**config.mk**
```make
export PLATFORM = sky130hd
export DESIGN_NAME = uart_program_loader
export DESIGN_NICKNAME = d
export VERILOG_FILES = /design/src/rtl/uart_program_loader.sv
export SDC_FILE = /design/constraint.sdc
export NUM_CORES = 1
export LEC_CHECK = 0
export ABC_CLOCK_PERIOD_IN_PS = 4800
export BUFFER_PORTS_ARGS = -buffer_cell sky130_fd_sc_hd__buf_4
export CORE_ASPECT_RATIO = 0.9
export CORE_UTILIZATION = 50
export DETAILED_ROUTE_END_ITERATION = 10
export MAX_ROUTING_LAYER = met4
export PLACE_DENSITY = 0.69
export SLEW_MARGIN = 20
export SYNTH_ARGS = -nofsm -noshare
export SYNTH_HDL_FRONTEND = slang
export SYNTH_SLANG_ARGS = --single-unit
```
**constraint.sdc**
```tcl
create_clock -name clk -period 4.8 [get_ports clk]
set_clock_uncertainty 0.05 [all_clocks]
set_input_delay 0.72 -clock clk [delete_from_list [all_inputs] [get_ports clk]]
set_output_delay 0.72 -clock clk [all_outputs]
set_load 0.1 [all_outputs]
```
**src/rtl/uart_program_loader.sv**
```systemverilog
// uart_program_loader
//
// Receives a program image over an 8N1 UART line and turns it into write
// strobes for a program memory. Bytes arrive in HI/LO pairs: the HI byte
// carries the opcode in its low INSTRUCTION_WIDTH bits and the LO byte carries
// the operand in its low ADDR_WIDTH bits. A 0xFF in the HI position ends the
// download and rewinds the write address to zero.
//
// Ports
//   clk            system clock, rising edge
//   reset          asynchronous, active-high reset
//   rx             asynchronous UART serial input, idle high
//   program_write  one-cycle write strobe to the program memory
//   program_cmd    assembled {opcode, operand} word, valid with program_write
//   write_address  target address, valid with program_write
//   loading        high while a download is in progress
//   frame_error    one-cycle pulse when a stop bit is sampled low

module uart_program_loader #(
  parameter int CLK_DIV           = 868,
  parameter int ADDR_WIDTH        = 8,
  parameter int INSTRUCTION_WIDTH = 4,
  parameter int DATA_WIDTH        = ADDR_WIDTH + INSTRUCTION_WIDTH
) (
  input  logic                  clk,
  input  logic                  reset,
  input  logic                  rx,
  output logic                  program_write,
  output logic [DATA_WIDTH-1:0] program_cmd,
  output logic [ADDR_WIDTH-1:0] write_address,
  output logic                  loading,
  output logic                  frame_error
);

  localparam int CNT_WIDTH = $clog2(CLK_DIV + 1);
  localparam logic [CNT_WIDTH-1:0] FULL_COUNT = CNT_WIDTH'(CLK_DIV);
  localparam logic [CNT_WIDTH-1:0] HALF_COUNT = CNT_WIDTH'(CLK_DIV / 2);

  typedef enum logic [1:0] {
    IDLE,
    START,
    DATA,
    STOP
  } rx_state_t;

  typedef enum logic {
    PHASE_HI,
    PHASE_LO
  } phase_t;

  rx_state_t state, state_next;
  phase_t    phase;

  logic                         rx_meta, rx_sync, rx_prev;
  logic [CNT_WIDTH-1:0]         cnt, cnt_next;
  logic [2:0]                   bit_idx, bit_next;
  logic [7:0]                   shift_reg, shift_next;
  logic                         expire;
  logic                         stop_ok, stop_bad;
  logic [INSTRUCTION_WIDTH-1:0] opcode;
  logic [ADDR_WIDTH-1:0]        address;

  // Two-flop synchronizer plus one more stage for falling-edge detection.
  // All stages reset high so the idle line never looks like a start edge.
  always_ff @(posedge clk or posedge reset) begin
    if (reset) begin
      rx_meta <= 1'b1;
      rx_sync <= 1'b1;
      rx_prev <= 1'b1;
    end else begin
      rx_meta <= rx;
      rx_sync <= rx_meta;
      rx_prev <= rx_sync;
    end
  end

  // Receiver state and bit-timing registers.
  always_ff @(posedge clk or posedge reset) begin
    if (reset) begin
      state     <= IDLE;
      cnt       <= '0;
      bit_idx   <= '0;
      shift_reg <= '0;
    end else begin
      state     <= state_next;
      cnt       <= cnt_next;
      bit_idx   <= bit_next;
      shift_reg <= shift_next;
    end
  end

  // The counter expires when it is about to reach zero, so a load of N gives
  // exactly N cycles: half a bit to reach the start-bit centre, then a full
  // bit between subsequent samples.
  assign expire = (cnt == CNT_WIDTH'(1));

  always_comb begin
    state_next = state;
    cnt_next   = cnt;
    bit_next   = bit_idx;
    shift_next = shift_reg;
    stop_ok    = 1'b0;
    stop_bad   = 1'b0;
    case (state)
      IDLE: begin
        if (rx_prev && !rx_sync) begin
          state_next = START;
          cnt_next   = HALF_COUNT;
        end
      end
      START: begin
        if (expire) begin
          if (!rx_sync) begin
            state_next = DATA;
            cnt_next   = FULL_COUNT;
            bit_next   = 3'd0;
          end else begin
            // Line was high again at mid start bit: treat it as a glitch.
            state_next = IDLE;
          end
        end else begin
          cnt_next = cnt - CNT_WIDTH'(1);
        end
      end
      DATA: begin
        if (expire) begin
          shift_next = {rx_sync, shift_reg[7:1]};
          cnt_next   = FULL_COUNT;
          if (bit_idx == 3'd7) begin
            state_next = STOP;
          end else begin
            bit_next = bit_idx + 3'd1;
          end
        end else begin
          cnt_next = cnt - CNT_WIDTH'(1);
        end
      end
      STOP: begin
        if (expire) begin
          stop_ok    = rx_sync;
          stop_bad   = !rx_sync;
          state_next = IDLE;
        end else begin
          cnt_next = cnt - CNT_WIDTH'(1);
        end
      end
      default: begin
        state_next = IDLE;
      end
    endcase
  end

  // Word assembler. It acts directly on the stop-bit sample so the write
  // strobe lands one cycle after it. The address advances the cycle after a
  // strobe, while write_address keeps the value that was written.
  always_ff @(posedge clk or posedge reset) begin
    if (reset) begin
      phase         <= PHASE_HI;
      opcode        <= '0;
      address       <= '0;
      program_cmd   <= '0;
      write_address <= '0;
      program_write <= 1'b0;
      loading       <= 1'b0;
      frame_error   <= 1'b0;
    end else begin
      program_write <= 1'b0;
      frame_error   <= 1'b0;
      if (program_write) begin
        address <= address + ADDR_WIDTH'(1);
      end
      if (stop_bad) begin
        // A corrupted byte resynchronises the pair on the next byte.
        frame_error <= 1'b1;
        phase       <= PHASE_HI;
      end else if (stop_ok) begin
        if (phase == PHASE_HI) begin
          if (shift_reg == 8'hFF) begin
            loading <= 1'b0;
            address <= '0;
          end else begin
            opcode  <= INSTRUCTION_WIDTH'(shift_reg);
            loading <= 1'b1;
            phase   <= PHASE_LO;
          end
        end else begin
          program_cmd   <= DATA_WIDTH'({opcode, ADDR_WIDTH'(shift_reg)});
          write_address <= address;
          program_write <= 1'b1;
          phase         <= PHASE_HI;
        end
      end
    end
  end

endmodule

```
==> metrics.cfg, run 1 <==
[outcome]
status=complete, no violations

[global_routing]
met3_usage=0.0658
met2_usage=0.295
grt.busiest_layer=met2
grt_pass1_vias=1887
grt_max_degree=63
grt_use_met1=0.264
grt_overflow=0
antenna_found_initial=0
grt_pass1_wl_mm=9.25
grt_util_all_layers=0.199

[clocking]
cts_max_path_buffers=2
cts_buffers=9
post_cts_resized=0
h-tree-depth=3
clk_latency_ps=340
cts_root_buffer=clkbuf_8
clkTransAtPathRegs_ps=60
cts.sinks=62
cts_hold_buf=0
cts_tree=built
postCtsSetupBuffers=0

[worst_setup_path]
path_max_fanout=20
endpoint_kind=flip-flop
cp_num_buf_inv=2
crit_end=program_cmd[0]
slowest_delay_ps=440
ff2ff_path_depth=7
path_cells=inv_1 -> ha_1 -> nor4b_1 -> nand3_1 -> nor2_1 -> buf_4 -> mux2_2
path_class=reg -> reg
cp.depth=7
cp-start-kind=flip-flop
r2r-start=cnt[1]
crit_required_ps=4970
worstSetupStartpoint=cnt[1]
critical_path.top_delay_family=simple AND/OR/NAND/NOR gates
rrSetupSlack_ps=2370
slowest_stage=nor4b_1
critPathArrivalTime_ps=2600
worstReg2RegEnd=program_cmd[0]

[die]
rows=26
design.die.area_um2=6260
start_util=0.522
die_y_um=75.2
coreArea_um2=5690
fp.dieW_um=83.3
ioPinCount=26

[final_layout]
syn_to_final_growth_pct=15.7
reg.largest.list=program_cmd x12, cnt x10
finalNetCount=296
final_cells=357
post-route-cell-area_um2=3440
largest_reg_flops=12
diodes=0
drive_above_1_share=0.310
top_register=program_cmd
final_util=0.605

[power_and_ir_drop]
report.power.total_mw=1.65
pwr_density_cell_nw_per_um2=478
p_leak_nw=1.67
vdd_ir_drop_max_uv=241

[flow_run]
drv_cap=0

[sta]
rsz0062_at_grt=false
fin_hold_ws_ps=312
finalHoldViolCount=0
fmax_mhz=411
post-route-period-util=0.507
finalSetupViolCount=0
worstMarginPinSlew_ps=751
setup_tns_ps=0
fin_crit_ps=2430
max_slew_margin=0.499
setup_ws_ps=2370
slew_viol_final=0

[drt]
drt_iter0_drc=141
viasPerCell=5.72
postRouteAntennaNets=0
wl_per_cell_um=15.5
drtPass1Iterations=4
drt-total-wl_mm=5.53
vias=2042
drc_errors=0

[synthesis]
seq_area_frac_synth=0.523
ys_ff_latch=62
synth_nets=265
synth_flop_cell=dfrtp_1
async_reset_ff_frac=1.00
synth.distinct_cells=55
ys_warn_count=0
synth_edf_count=0
synthCells=252
syn-cell-area_um2=2970
postSynthAreaPerCell_um2=11.8

[placement]
dpl.hpwl_mm=3.75
port_buffers=25
place.gp.congestion=0.928
placed_cell_area_um2=3220
placed_cells=342
pre_cts_slack_ps=2380

[worst_hold_path]
hold_path_class=reg -> reg

## cell usage after synthesis (all sizes together), types with 3 or more instances
cell | instances | share of area
nand2 | 12 | 0.017
mux2 | 29 | 0.11
o21ai | 5 | 0.0097
ha | 10 | 0.042
dfrtp | 59 | 0.50
nor4 | 4 | 0.019
nor3 | 8 | 0.019
mux2i | 5 | 0.017
a21oi | 12 | 0.020
xor2 | 3 | 0.0088
dfstp | 3 | 0.027
o22a | 3 | 0.0093
a211oi | 5 | 0.014
nand4 | 6 | 0.013
nor2 | 21 | 0.027
or2 | 3 | 0.0063
or4 | 3 | 0.0076
inv | 15 | 0.019
nand3 | 3 | 0.0050
buf | 5 | 0.012
xnor2 | 4 | 0.012
nand2b | 3 | 0.0063
## layout make-up
class,instances,area (µm²)
fill,465,2250
inverter,15,56.3
multi-input combinational,168,1320
clock inverter,4,70.1
tap,70,87.6
timing repair buffer,27,203
clock buffer,11,151
sequential,62,1560
## power by group
part | leakage (nW) | internal [mW] | switching, mW
registers | 0.837 | 0.572 | 0.0633
logic | 0.717 | 0.194 | 0.309
clock network | 0.115 | 0.316 | 0.190
total | 1.67 | 1.08 | 0.563
## layer usage
| metal | part of all wire | up-vias |
|---|---|---|
| met5 | 0 | - |
| met4 | 0.012 | 0 |
| met3 | 0.054 | 6 |
| met2 | 0.45 | 55 |
| met1 | 0.48 | 1004 |
| li1 | - | 977 |
## how the worst min path moves through the flow
stage	to	slack, ps	cells after the start	start
5_1_grt	rx_sync	320	0	rx_meta
3_3_place_gp	rx_sync	300	0	rx_meta
4_1_cts	rx_sync	310	0	rx_meta
6_report	rx_sync	310	0	rx_meta
2_1_floorplan	rx_sync	300	0	rx_meta
3_5_place_dp	rx_sync	300	0	rx_meta
## cell families (layout without fill, tap and decap cells)
logic type               after synthesis  in the layout  synth area share
AND/OR/NAND/NOR                       73             73             0.148
AO/OA/AOI/OAI                         44             44             0.105
flip-flops                            62             62             0.523
multiplexers                          34             34             0.128
adder cells (fa/ha/maj)               10             10            0.0421
XOR/XNOR                               7              7            0.0206
buffers and inverters                 22             57            0.0337
## placed cells by master, fill, tap and decap left out, types with 4 or more instances in the layout
master / n
mux2i_1: 5
ha_1: 10
a21oi_1: 12
dfrtp_1: 59
nor2_1: 21
nor3_1: 6
nand2_1: 10
a211oi_1: 4
buf_4: 27
o21ai_0: 4
mux2_2: 28
clkbuf_8: 11
xnor2_1: 4
inv_1: 14
nand4_1: 6
Note: power is estimated with default switching activity, not from simulation.
==> run 2, diff against run 1 <==
Settings changed: ABC_CLOCK_PERIOD_IN_PS 4800 to 2300.
Clock period 4.8 ns to 2.3 ns, I/O delays scaled along.
==> metrics.cfg, run 2 (same netlist as run 1, synthesis figures left out) <==
[outcome]
status=complete, no violations

[global_routing]
grt_pass1_vias=1919
antenna_found_initial=0
grt_max_degree=41
grt_overflow=0
grt_pass1_wl_mm=9.36
grt_util_all_layers=0.204

[final_layout]
syn_to_final_growth_pct=20.7
post-route-cell-area_um2=3590
reg.largest.list=program_cmd x12, cnt x10
final_cell_mix=59 x dfrtp_1, 36 x buf_4, 28 x mux2_2
final_common_cell=dfrtp_1
final_cells=370
diodes=0
finalNetCount=308
drive_above_1_share=0.347
top_register=program_cmd
largest_reg_flops=12

[sta]
finalSetupViolCount=0
fmax_mhz=447
max_slew_margin=0.556
post-route-period-util=0.972
finalHoldViolCount=0
fin_crit_ps=2240
slew_viol_final=0
worstMarginPinSlew_ps=661

[die]
coreArea_um2=5690
rows=26
design.die.area_um2=6260
fp.dieW_um=83.3
ioPinCount=26
start_util=0.522
die_y_um=75.2

[power_and_ir_drop]
pwr_density_cell_nw_per_um2=992
clkPwrFrac=0.307
power.share.sequential=0.372
internal-power_mw=2.31
vdd_ir_drop_max_uv=727
p_leak_nw=1.75
p_sw_frac=0.351
netSwitchingPower_mw=1.25
report.power.total_mw=3.56
power_frac_comb=0.321

[clocking]
cts_tree=built
cts_buffers=9
clk_latency_ps=340
h-tree-depth=3
clkTransAtPathRegs_ps=70
cts_max_path_buffers=2
cts_root_buffer=clkbuf_8
cts.sinks=62

[placement]
port_buffers=25
place.gp.congestion=0.881
placed_cells=350
placed_cell_area_um2=3310
dpl.hpwl_mm=3.96

[worst_setup_path]
cp_num_buf_inv=1
critPathArrivalTime_ps=2410
slowest_delay_ps=520
slowest_stage=or4b_4
path_class=reg -> reg
crit_required_ps=2470
critical_path.top_delay_family=simple AND/OR/NAND/NOR gates
endpoint_kind=flip-flop
cp-start-kind=flip-flop
path_cells=inv_1 -> ha_2 -> or4b_4 -> nor3_4 -> o2111ai_2 -> mux2_2
path_max_fanout=5

[flow_run]
drv_cap=0

[drt]
viasPerCell=5.60
drt_iter0_drc=169
drtPass1Iterations=4
drc_errors=0
postRouteAntennaNets=0
wl_per_cell_um=15.4
vias=2072
drt-total-wl_mm=5.70

[worst_hold_path]
hold_path_class=in -> reg

-- run 2: changes by cell type in the layout (fill, tap and decap cells not counted), moves of 2 or more --
cell	change
buf_4	+9
buf_12	+2
clkinv_2	-2
clkinvlp_4	+2
inv_6	+2
-- run 2: repair_timing --
| action | in CTS | in global routing |
|---|---|---|
| setup endpoints to repair | 0 | 43 |
| resized for setup | 0 | 4 |
| hold buffers | 1 | 0 |
| endpoints found under the hold margin | 16 | 0 |
| setup buffers | 0 | 3 |
-- run 2: worst paths after layout --
check,startpoint,endpoint,slack (ps),cells past startpoint
max in group asynchronous,reset,rx_sync,1010,4
min in group asynchronous,reset,address[4],540,3
worst min-delay path,rx,rx_meta,60,1
worst max-delay path,cnt[1],bit_idx[0],60,6
worst min register to register,rx_meta,rx_sync,310,0
worst max register to register,cnt[1],bit_idx[0],60,6
-- run 2: final cells by class --
type | instances | area, µm²
sequential | 62 | 1560
clock buffer | 10 | 138
fill | 439 | 2100
inverter | 15 | 56.3
timing repair buffer | 39 | 320
multi-input combinational | 168 | 1340
clock inverter | 6 | 92.6
tap | 70 | 87.6
-- run 2: per-layer routing --
metal	part of all wire	track usage	up-vias
met1	0.49	0.274	1018
met5	0	-	-
met4	0.014	0.0728	0
met3	0.043	0.0746	8
li1	-	-	1004
met2	0.46	0.285	42
-- run 2: per-stage QoR --
stage / util / setup slack (ps) / TNS, ps / hold slack (ps)
CTS: 0.623 / 6.48 / 0 / 46.4
detailed placement: 0.581 / 16.9 / 0 / 298
floorplan: - / 222 / 0 / 295
global route: 0.630 / -22.5 / -29.4 / 32.9
finish: 0.630 / 63.7 / 0 / 64.9
global placement: 0.581 / 104 / 0 / 296
-- run 2: power groups by stage --
stage | clock network [mW] | registers (mW) | logic, mW
final | 1.09 | 1.32 | 1.14
after global routing | 1.17 | 1.34 | 1.27
after CTS | 1.11 | 1.32 | 1.11
after detailed placement | 0 | 1.34 | 1.11
after global placement | 0 | 1.33 | 1.08
after floorplan | 0 | 1.30 | 0.852
